==> src/rtl/mem_access_arbiter.sv <==
// mem_access_arbiter
//   Arbitrates the single byte-addressable RAM port between instruction fetch
//   and data access. It checks alignment, size and range, sequences the RAM
//   enable / mem_moc handshake with a timeout, and extends loaded data.
//
// Ports
//   clk, reset                 rising-edge clock, synchronous active-low reset
//   if_req/if_addr             fetch request (always a word read)
//   if_ack/if_err/if_rdata     one-cycle fetch completion, error flag, word
//   d_req/d_we/d_size/d_sign   data request, store flag, size, sign-extend
//   d_addr/d_wdata             data byte address, right-justified store data
//   d_ack/d_err/d_rdata        one-cycle data completion, error flag, load data
//   mem_en/mem_rw/mem_size     RAM enable, write flag, access size
//   mem_addr/mem_wdata         RAM byte address, store data
//   mem_rdata/mem_moc          RAM read data, operation complete
module mem_access_arbiter #(
  parameter int unsigned ADDR_W  = 9,
  parameter int unsigned TIMEOUT = 15
) (
  input  logic              clk,
  input  logic              reset,
  input  logic              if_req,
  input  logic [31:0]       if_addr,
  output logic              if_ack,
  output logic              if_err,
  output logic [31:0]       if_rdata,
  input  logic              d_req,
  input  logic              d_we,
  input  logic [1:0]        d_size,
  input  logic              d_sign,
  input  logic [31:0]       d_addr,
  input  logic [31:0]       d_wdata,
  output logic              d_ack,
  output logic              d_err,
  output logic [31:0]       d_rdata,
  output logic              mem_en,
  output logic              mem_rw,
  output logic [1:0]        mem_size,
  output logic [ADDR_W-1:0] mem_addr,
  output logic [31:0]       mem_wdata,
  input  logic [31:0]       mem_rdata,
  input  logic              mem_moc
);

  typedef enum logic [1:0] {IDLE, BUSY, DONE, ERR} state_t;

  localparam int unsigned      CW        = $clog2(TIMEOUT + 1);
  localparam logic [CW-1:0]    WAIT_LAST = CW'(TIMEOUT - 1);

  state_t          state, state_n;
  logic            last_grant;   // 1 = data was granted last
  logic            owner;        // 1 = data owns the current transaction
  logic            owner_n;
  logic            we_q, sign_q;
  logic [1:0]      size_q;
  logic [CW-1:0]   wait_cnt;

  logic            take, take_d, bad;
  logic [31:0]     sel_addr, sel_wdata;
  logic [1:0]      sel_size;
  logic            sel_we, sel_sign;

  function automatic logic [31:0] load_ext(input logic [31:0] r,
                                           input logic [1:0]  sz,
                                           input logic        sg);
    case (sz)
      2'b00:   return {{24{sg & r[7]}}, r[7:0]};
      2'b01:   return {{16{sg & r[15]}}, r[15:0]};
      default: return r;
    endcase
  endfunction

  // The checks run on the same values that are latched at the sampling edge,
  // so the error decision is ready in time for ERR on that edge.
  always_comb begin
    state_n   = state;
    owner_n   = owner;
    take      = 1'b0;
    take_d    = 1'b0;
    bad       = 1'b0;
    sel_addr  = if_addr;
    sel_size  = 2'b10;
    sel_we    = 1'b0;
    sel_sign  = 1'b0;
    sel_wdata = '0;
    case (state)
      IDLE: begin
        if (if_req || d_req) begin
          take    = 1'b1;
          take_d  = d_req && (!if_req || !last_grant);
          owner_n = take_d;
          if (take_d) begin
            sel_addr  = d_addr;
            sel_size  = d_size;
            sel_we    = d_we;
            sel_sign  = d_sign;
            sel_wdata = d_we ? d_wdata : '0;
          end
          bad = (sel_size == 2'b11)
             || (sel_size == 2'b01 && sel_addr[0])
             || (sel_size == 2'b10 && sel_addr[1:0] != 2'b00)
             || (|sel_addr[31:ADDR_W]);
          state_n = bad ? ERR : BUSY;
        end
      end
      BUSY: begin
        if (mem_moc)                    state_n = DONE;
        else if (wait_cnt == WAIT_LAST) state_n = ERR;
      end
      DONE:    state_n = IDLE;
      ERR:     state_n = IDLE;
      default: state_n = IDLE;
    endcase
  end

  always_ff @(posedge clk) begin
    if (!reset) begin
      state      <= IDLE;
      last_grant <= 1'b0;
      owner      <= 1'b0;
      we_q       <= 1'b0;
      sign_q     <= 1'b0;
      size_q     <= '0;
      wait_cnt   <= '0;
      mem_en     <= 1'b0;
      mem_rw     <= 1'b0;
      mem_size   <= '0;
      mem_addr   <= '0;
      mem_wdata  <= '0;
      if_ack     <= 1'b0;
      if_err     <= 1'b0;
      if_rdata   <= '0;
      d_ack      <= 1'b0;
      d_err      <= 1'b0;
      d_rdata    <= '0;
    end else begin
      state <= state_n;
      owner <= owner_n;
      if (take) begin
        last_grant <= take_d;
        we_q       <= sel_we;
        sign_q     <= sel_sign;
        size_q     <= sel_size;
      end
      wait_cnt <= (state == BUSY) ? wait_cnt + 1'b1 : '0;

      mem_en <= (state_n == BUSY);
      if (state == IDLE && state_n == BUSY) begin
        mem_rw    <= sel_we;
        mem_size  <= sel_size;
        mem_addr  <= sel_addr[ADDR_W-1:0];
        mem_wdata <= sel_wdata;
      end else if (state_n != BUSY) begin
        mem_rw    <= 1'b0;
        mem_size  <= '0;
        mem_addr  <= '0;
        mem_wdata <= '0;
      end

      if_ack   <= (state_n == DONE || state_n == ERR) && !owner_n;
      if_err   <= (state_n == ERR) && !owner_n;
      d_ack    <= (state_n == DONE || state_n == ERR) && owner_n;
      d_err    <= (state_n == ERR) && owner_n;
      if_rdata <= (state_n == DONE && !owner_n) ? mem_rdata : '0;
      d_rdata  <= (state_n == DONE && owner_n && !we_q)
                  ? load_ext(mem_rdata, size_q, sign_q) : '0;
    end
  end

endmodule

==> config.mk <==
export PLATFORM = sky130hd
export DESIGN_NAME = mem_access_arbiter
export DESIGN_NICKNAME = d
export VERILOG_FILES = /design/src/rtl/mem_access_arbiter.sv
export SDC_FILE = /design/constraint.sdc
export NUM_CORES = 1
export LEC_CHECK = 0
export ABC_AREA = 1
export CORE_AREA = 2 2 97 99
export CTS_CLUSTER_SIZE = 24
export DETAILED_ROUTE_END_ITERATION = 16
export DIE_AREA = 0 0 99 101
export DONT_BUFFER_PORTS = 1
export GPL_ROUTABILITY_DRIVEN = 0
export PLACE_DENSITY = 0.71
export SYNTH_ARGS = -nofsm -noshare
export SYNTH_HDL_FRONTEND = slang
export SYNTH_SLANG_ARGS = --single-unit
==> constraint.sdc <==
create_clock -name clk -period 3.5 [get_ports clk]
set_input_delay 0.525 -clock clk [delete_from_list [all_inputs] [get_ports clk]]
set_output_delay 0.525 -clock clk [all_outputs]
set_load 0.01 [all_outputs]
==> results of run 1 <==
worst register-to-register path, stage by stage (launching register included):
cell and delay, ns:
dfxtp_1 0.34, nand2_1 0.08, nand2_2 0.15, inv_1 0.08, nand2_1 0.12, nand3_1 0.10
nand2_1 0.07, nand2_1 0.06, nand2_2 0.12, nand2_2 0.09, nand2_4 0.12, nor2_4 0.04
nand2_2 0.58, nor2_1 0.12
per-layer routing:
metal	routed length [um]	share of wire	global-route usage	up-vias
li1	-	-	-	2008
met1	4540	0.41	0.262	1704
met2	5260	0.48	0.359	167
met3	1120	0.10	0.0936	16
met4	131	0.012	0.103	0
met5	0	0	0	-
cell families after synthesis:
kind of cell / Yosys count / share of synthesized area
XOR/XNOR: 1 / 0.00177
adder cells (fa/ha/maj): 2 / 0.00507
flip-flops: 125 / 0.507
AO/OA/AOI/OAI: 42 / 0.0456
buffers and inverters: 160 / 0.134
AND/OR/NAND/NOR: 364 / 0.307
flip-flops by register name (all words and copies together), names as in the netlist, 2 cells and up:
signal	cells
d_rdata	32
if_rdata	32
mem_wdata	32
mem_addr	9
wait_cnt	4
mem_size	2
size_q	2
state	2
synth_stat cells:
cell      count
nor2_1      251
o21ai_2       2
nand2_4       1
nor3_1        4
dfxtp_1     125
nor2_4        4
nand3b_1      1
and2_1        1
clkbuf_1      6
inv_2         6
ha_1          2
inv_1       131
nor2_2       22
a21oi_1      30
o21bai_1      1
buf_6         6
nand4_4       1
nand2_1      68
a21oi_2       1
nand4_2       1
nand3_1       4
o21ai_1       2
nand4_1       1
nand2_2       5
buf_2        11
o21ai_0       5
xnor2_1       1
a31oi_1       1
how the worst max path moves through the flow:
stage / start / end / cells after the start
global placement: if_req / d_rdata[0] / 12
floorplan: if_req / d_rdata[12] / 13
global route: state[1] / d_rdata[7] / 9
finish: last_grant / d_rdata[7] / 13
detailed placement: if_req / d_rdata[7] / 13
CTS: state[1] / d_rdata[7] / 9
per-stage QoR:
stage | instances | hold WS (ns)
5_1_grt | 816 | 0.0975
3_5_place_dp | 784 | 0.464
3_3_place_gp | 784 | 0.441
4_1_cts | 816 | 0.103
6_report | 816 | 0.129
2_1_floorplan | 694 | 0.430
final cells by class:
| class | count | share of cell area |
|---|---|---|
| multi-input combinational | 409 | 0.318 |
| clock buffer | 18 | 0.0767 |
| tap | 111 | 0.0249 |
| sequential | 125 | 0.448 |
| clock inverter | 14 | 0.0372 |
| timing repair buffer | 2 | 0.00269 |
| inverter | 137 | 0.0921 |
power by group through the flow:
stage               Clock [mW]  Sequential (mW)  Combinational, mW
finish                    1.85             1.54              0.286
global route              1.96             1.55              0.329
CTS                       1.89             1.54              0.290
detailed placement           0             1.57              0.286
global placement             0             1.57              0.277
floorplan                    0             1.55              0.256
==> impl_metrics.ini, run 1 <==
[sta]
finalWorstSetupSlack_ns = 1.29
maxSlewViolCount = 0
timing.setup.tns_ns = 0
finalCritPeriodShare = 0.632
hold_violations = 0
fin_crit_ns = 2.21
relSlewSlack = 0.322
finalSetupViolations = 0
skew_ns = 0.0128
worstMarginPinSlew_ns = 1.02
rsz0062_at_grt = no
fmax_ghz = 0.452

[drt]
drt_wl_total_mm = 11.0
drc = 0
routed_via_density = 4.77
detail_route.wl_per_cell_um = 13.5
drtAntennaViolNets = 0
firstDrtPassIters = 4
initialDrtViolationCount = 140
vias = 3895

[clocking]
cts_tree = done
clock_sinks = 125
htreeDepth = 4
clk_pin_slew_ns = 0.06
postCtsSetupBuffers = 0
cts_buffers = 17
hold_buffers = 0
clockRootBuffer = clkbuf_8
cts_resized = 0
clk_path_buf_depth = 2
clock_latency_ns = 0.50

[critical_path]
crit_type = reg2reg
rrSetupSlack_ns = 1.29
crit_required_ns = 3.85
r2r_start = last_grant
crit_arrival_ns = 2.56
reg2reg_depth = 13
critPathBufInv = 1
cp_cell_sequence = nand2_1, nand2_2, inv_1, nand2_1, nand3_1, nand2_1, nand2_1, nand2_2, nand2_2, nand2_4, nor2_4, nand2_2, nor2_1
slowest_stage = nand2_2
worstReg2RegEnd = d_rdata[7]
critical-path-top-delay-family = simple AND/OR/NAND/NOR gates
cp-start-kind = flip-flop
cp-end-kind = flip-flop
cpPeakStageDelay_ns = 0.58
crit_fanout = 32

[finish]
multi_input_area_sq_um = 1780
mostFrequentLayoutCell = nor2_1
area_delta_synth_final_pct = 13.1
final_util = 0.622
regArea_sq_um = 2500
drive_gt1_frac = 0.109
final_nets = 831
design_area_sq_um = 5580
diodes = 0
fillers = 833
final_cell_mix = nor2_1 (251), inv_1 (131), dfxtp_1 (125)

[placed_design]
dp_hpwl_mm = 8.04
placed_area_sq_um = 4950
pre_cts_slack_ns = 1.11
port_buffers = 0

[synthesis]
yosys-top-cells-area = dfxtp_1 (51%), nor2_1 (19%), inv_1 (10%)
synthCells = 694
syn_area_per_cell_sq_um = 7.11
synth_top_area_frac = 0.507
ys_ff_latch = 125
ys_seq_area_frac = 0.507
yosysWarnings = 0
netlist_area_sq_um = 4940
synth.distinct_cells = 28
yosys.area.top_type = dfxtp_1
syn-num-nets = 833

[floorplan]
die_area_sq_um = 10000
num_io_pins = 250
start_util = 0.550
core_sq_um = 8980
die_h_um = 101
fp.dieW_um = 99
num_rows = 35

[run]
maxCapViolCount = 0

[power_and_ir_drop]
ir_drop_mv = 0.291
p_total_mw = 3.67
power.share.switching = 0.252
powerDensity_nw_per_um2 = 658
p_sw_mw = 0.925
comb_power_share = 0.078
internal_power_mw = 2.75
p_seq_frac = 0.419
leakage_nw = 2.46
clkPwrFrac = 0.503

[global_route]
track_usage = 0.224
grt_pass1_vias = 3647
grt_pass1_wl_mm = 18.0
grt_start_max_net_pins = 45
grt-ovfl-total = 0
antenna_found_initial = 0

[status]
outcome = finished clean

[worst_hold_path]
min_to = if_rdata[15]
min_path_cells = 2
min-delay-start = mem_rdata[15]
hp-class = in2reg
Power figures use the tool's default switching activity.
==> run 2: changes to the inputs <==
- CORE_AREA: 2 2 97 99 -> 2 2 98 100
- DIE_AREA: 0 0 99 101 -> 0 0 100 102
- PLACE_DENSITY: 0.71 -> 0.69
- clock period: 3.5 -> 2.1 ns (I/O delays scaled with it)
==> run 2 against run 1 <==
  * Clock power rose by 42%
  * Global-route usage rose by 0.13 points
  * Die area rose by 2.0%
  * Wire length rose by 7.1%
  * Flip-flop and latch count did not move
  * First-iteration DRC count rose by 3.6%
  * Utilization rose by 3.0 points
  * Register-to-register slack got worse by 1.1 ns
  * Fmax rose by 15%
  * Sequential share of layout area fell by 2.7 points
==> impl_metrics.ini, run 2 (synthesized netlist as in run 1, its figures left out) <==
[critical_path]
crit_end = mem_addr[1]
worstReg2RegEnd = mem_addr[1]
crit_required_ns = 2.53
rrSetupSlack_ns = 0.18
worstSetupStartpoint = state[1]
cp-end-kind = flip-flop
r2r_start = state[1]
reg2reg_depth = 9
crit_path_frequent_cell = nor2_1
crit_type = reg2reg
cpPeakStageDelay_ns = 0.34
crit_arrival_ns = 2.35
crit_fanout = 23
cp_cell_sequence = nor2_4, o21ai_2, inv_2, a21oi_2, inv_2, nand4_4, nor2_1, nor2_1, nor2_1
cp-start-kind = flip-flop
slowest_stage = nand4_4

[placed_design]
pre_cts_slack_ns = -0.00345
port_buffers = 0
dp_hpwl_mm = 8.14
placed_area_sq_um = 5010

[sta]
skew_ns = 0.0128
relSlewSlack = 0.558
finalSetupViolations = 0
fin_crit_ns = 1.92
finalWorstSetupSlack_ns = 0.184
maxSlewViolCount = 0
finalCritPeriodShare = 0.912
fmax_ghz = 0.522
hold_violations = 0
worstMarginPinSlew_ns = 0.663
rsz0062_at_grt = no

[global_route]
track_usage = 0.225
antenna_found_initial = 0
busiest_layer = met2
grt_start_max_net_pins = 45
grtUsageMet3 = 0.0882
grt-ovfl-total = 0
grt_pass1_wl_mm = 18.3
use_met1 = 0.261
grtUsageMet2 = 0.374
grt_pass1_vias = 3910

[drt]
drtAntennaViolNets = 0
routed_via_density = 4.78
vias = 4086
firstDrtPassIters = 4
detail_route.wl_per_cell_um = 13.8
drt_wl_total_mm = 11.8
drc = 0
initialDrtViolationCount = 145

[finish]
mostFrequentLayoutCell = nor2_1
fillers = 778
area_delta_synth_final_pct = 20.3
drive_gt1_frac = 0.114
final_cell_mix = nor2_1 (249), inv_1 (131), dfxtp_1 (125)
design_area_sq_um = 5940
reg_top3 = d_rdata x32, if_rdata x32, mem_wdata x32
diodes = 0
final_nets = 870

[clocking]
clk_path_buf_depth = 2
htreeDepth = 4
clk_pin_slew_ns = 0.06
cts_tree = done
clockRootBuffer = clkbuf_8
clock_sinks = 125
clock_latency_ns = 0.50
cts_buffers = 17
postCtsSetupBuffers = 0

[floorplan]
core_sq_um = 9110
num_rows = 35
start_util = 0.542
num_io_pins = 250
die_area_sq_um = 10200
die_h_um = 102
fp.dieW_um = 100

[run]
maxCapViolCount = 0

[worst_hold_path]
min-delay-start = reset
hp-class = in2reg
min_path_cells = 2

[power_and_ir_drop]
leakage_nw = 2.59
p_sw_mw = 1.61
p_seq_frac = 0.442
powerDensity_nw_per_um2 = 972
power.share.switching = 0.279
clkPwrFrac = 0.453
ir_drop_mv = 0.480
comb_power_share = 0.105
internal_power_mw = 4.16

[status]
outcome = finished clean
[run 2: cell type report]
| cell class | count | area [sq um] | share of cell area |
|---|---|---|---|
| clock inverter | 14 | 111 | 0.0187 |
| multi-input combinational | 410 | 1820 | 0.307 |
| clock buffer | 18 | 428 | 0.0720 |
| timing repair buffer | 40 | 423 | 0.0712 |
| tap | 111 | 139 | 0.0234 |
| sequential | 125 | 2500 | 0.421 |
| inverter | 137 | 514 | 0.0866 |
[run 2: worst max-delay path, delay by kind of cell, from the launching register on]
family          cells  cell delay, ns
simple gates        5            0.94
buf+inv             2            0.35
flops               1            0.33
compound gates      2            0.22
[run 2: worst min path at each step]
stage / end / slack [ns]
6_report: wait_cnt[1] / 0.02
5_1_grt: wait_cnt[1] / 0.02
4_1_cts: wait_cnt[1] / 0.001
3_5_place_dp: if_rdata[23] / 0.43
3_3_place_gp: if_rdata[11] / 0.43
2_1_floorplan: if_rdata[10] / 0.43
[run 2: layer usage]
layer / vias up / part of all wire / wire length, um
met2: 174 / 0.48 / 5650
met5: - / 0 / 0
li1: 2087 / - / -
met3: 15 / 0.097 / 1150
met1: 1810 / 0.41 / 4850
met4: 0 / 0.015 / 180
[run 2: timing repair]
item,in CTS,in global routing
gates cloned,0,1
endpoints found under the hold margin,71,0
gates resized for setup,3,4
pin swaps,1,1
endpoints found under the setup margin,4,44
hold buffers,34,0
[run 2: stage by stage]
step           instances   util  hold WS, ns  power, mW  setup TNS [ns]
6_report             855  0.652       0.0193       5.77               0
4_1_cts              854  0.649      0.00141       5.79        -0.00343
2_1_floorplan        694      -        0.427       3.01               0
5_1_grt              855  0.652       0.0167       6.03               0
3_3_place_gp         788  0.550        0.428       3.10               0
3_5_place_dp         788  0.550        0.430       3.11        -0.00763
[run 2: power by group through the flow]
| stage | logic, mW | clock network, mW | registers (mW) |
|---|---|---|---|
| finish | 0.604 | 2.62 | 2.55 |
| global placement | 0.493 | 0 | 2.60 |
| floorplan | 0.426 | 0 | 2.59 |
| global route | 0.678 | 2.79 | 2.56 |
| detailed placement | 0.508 | 0 | 2.60 |
| CTS | 0.581 | 2.66 | 2.55 |
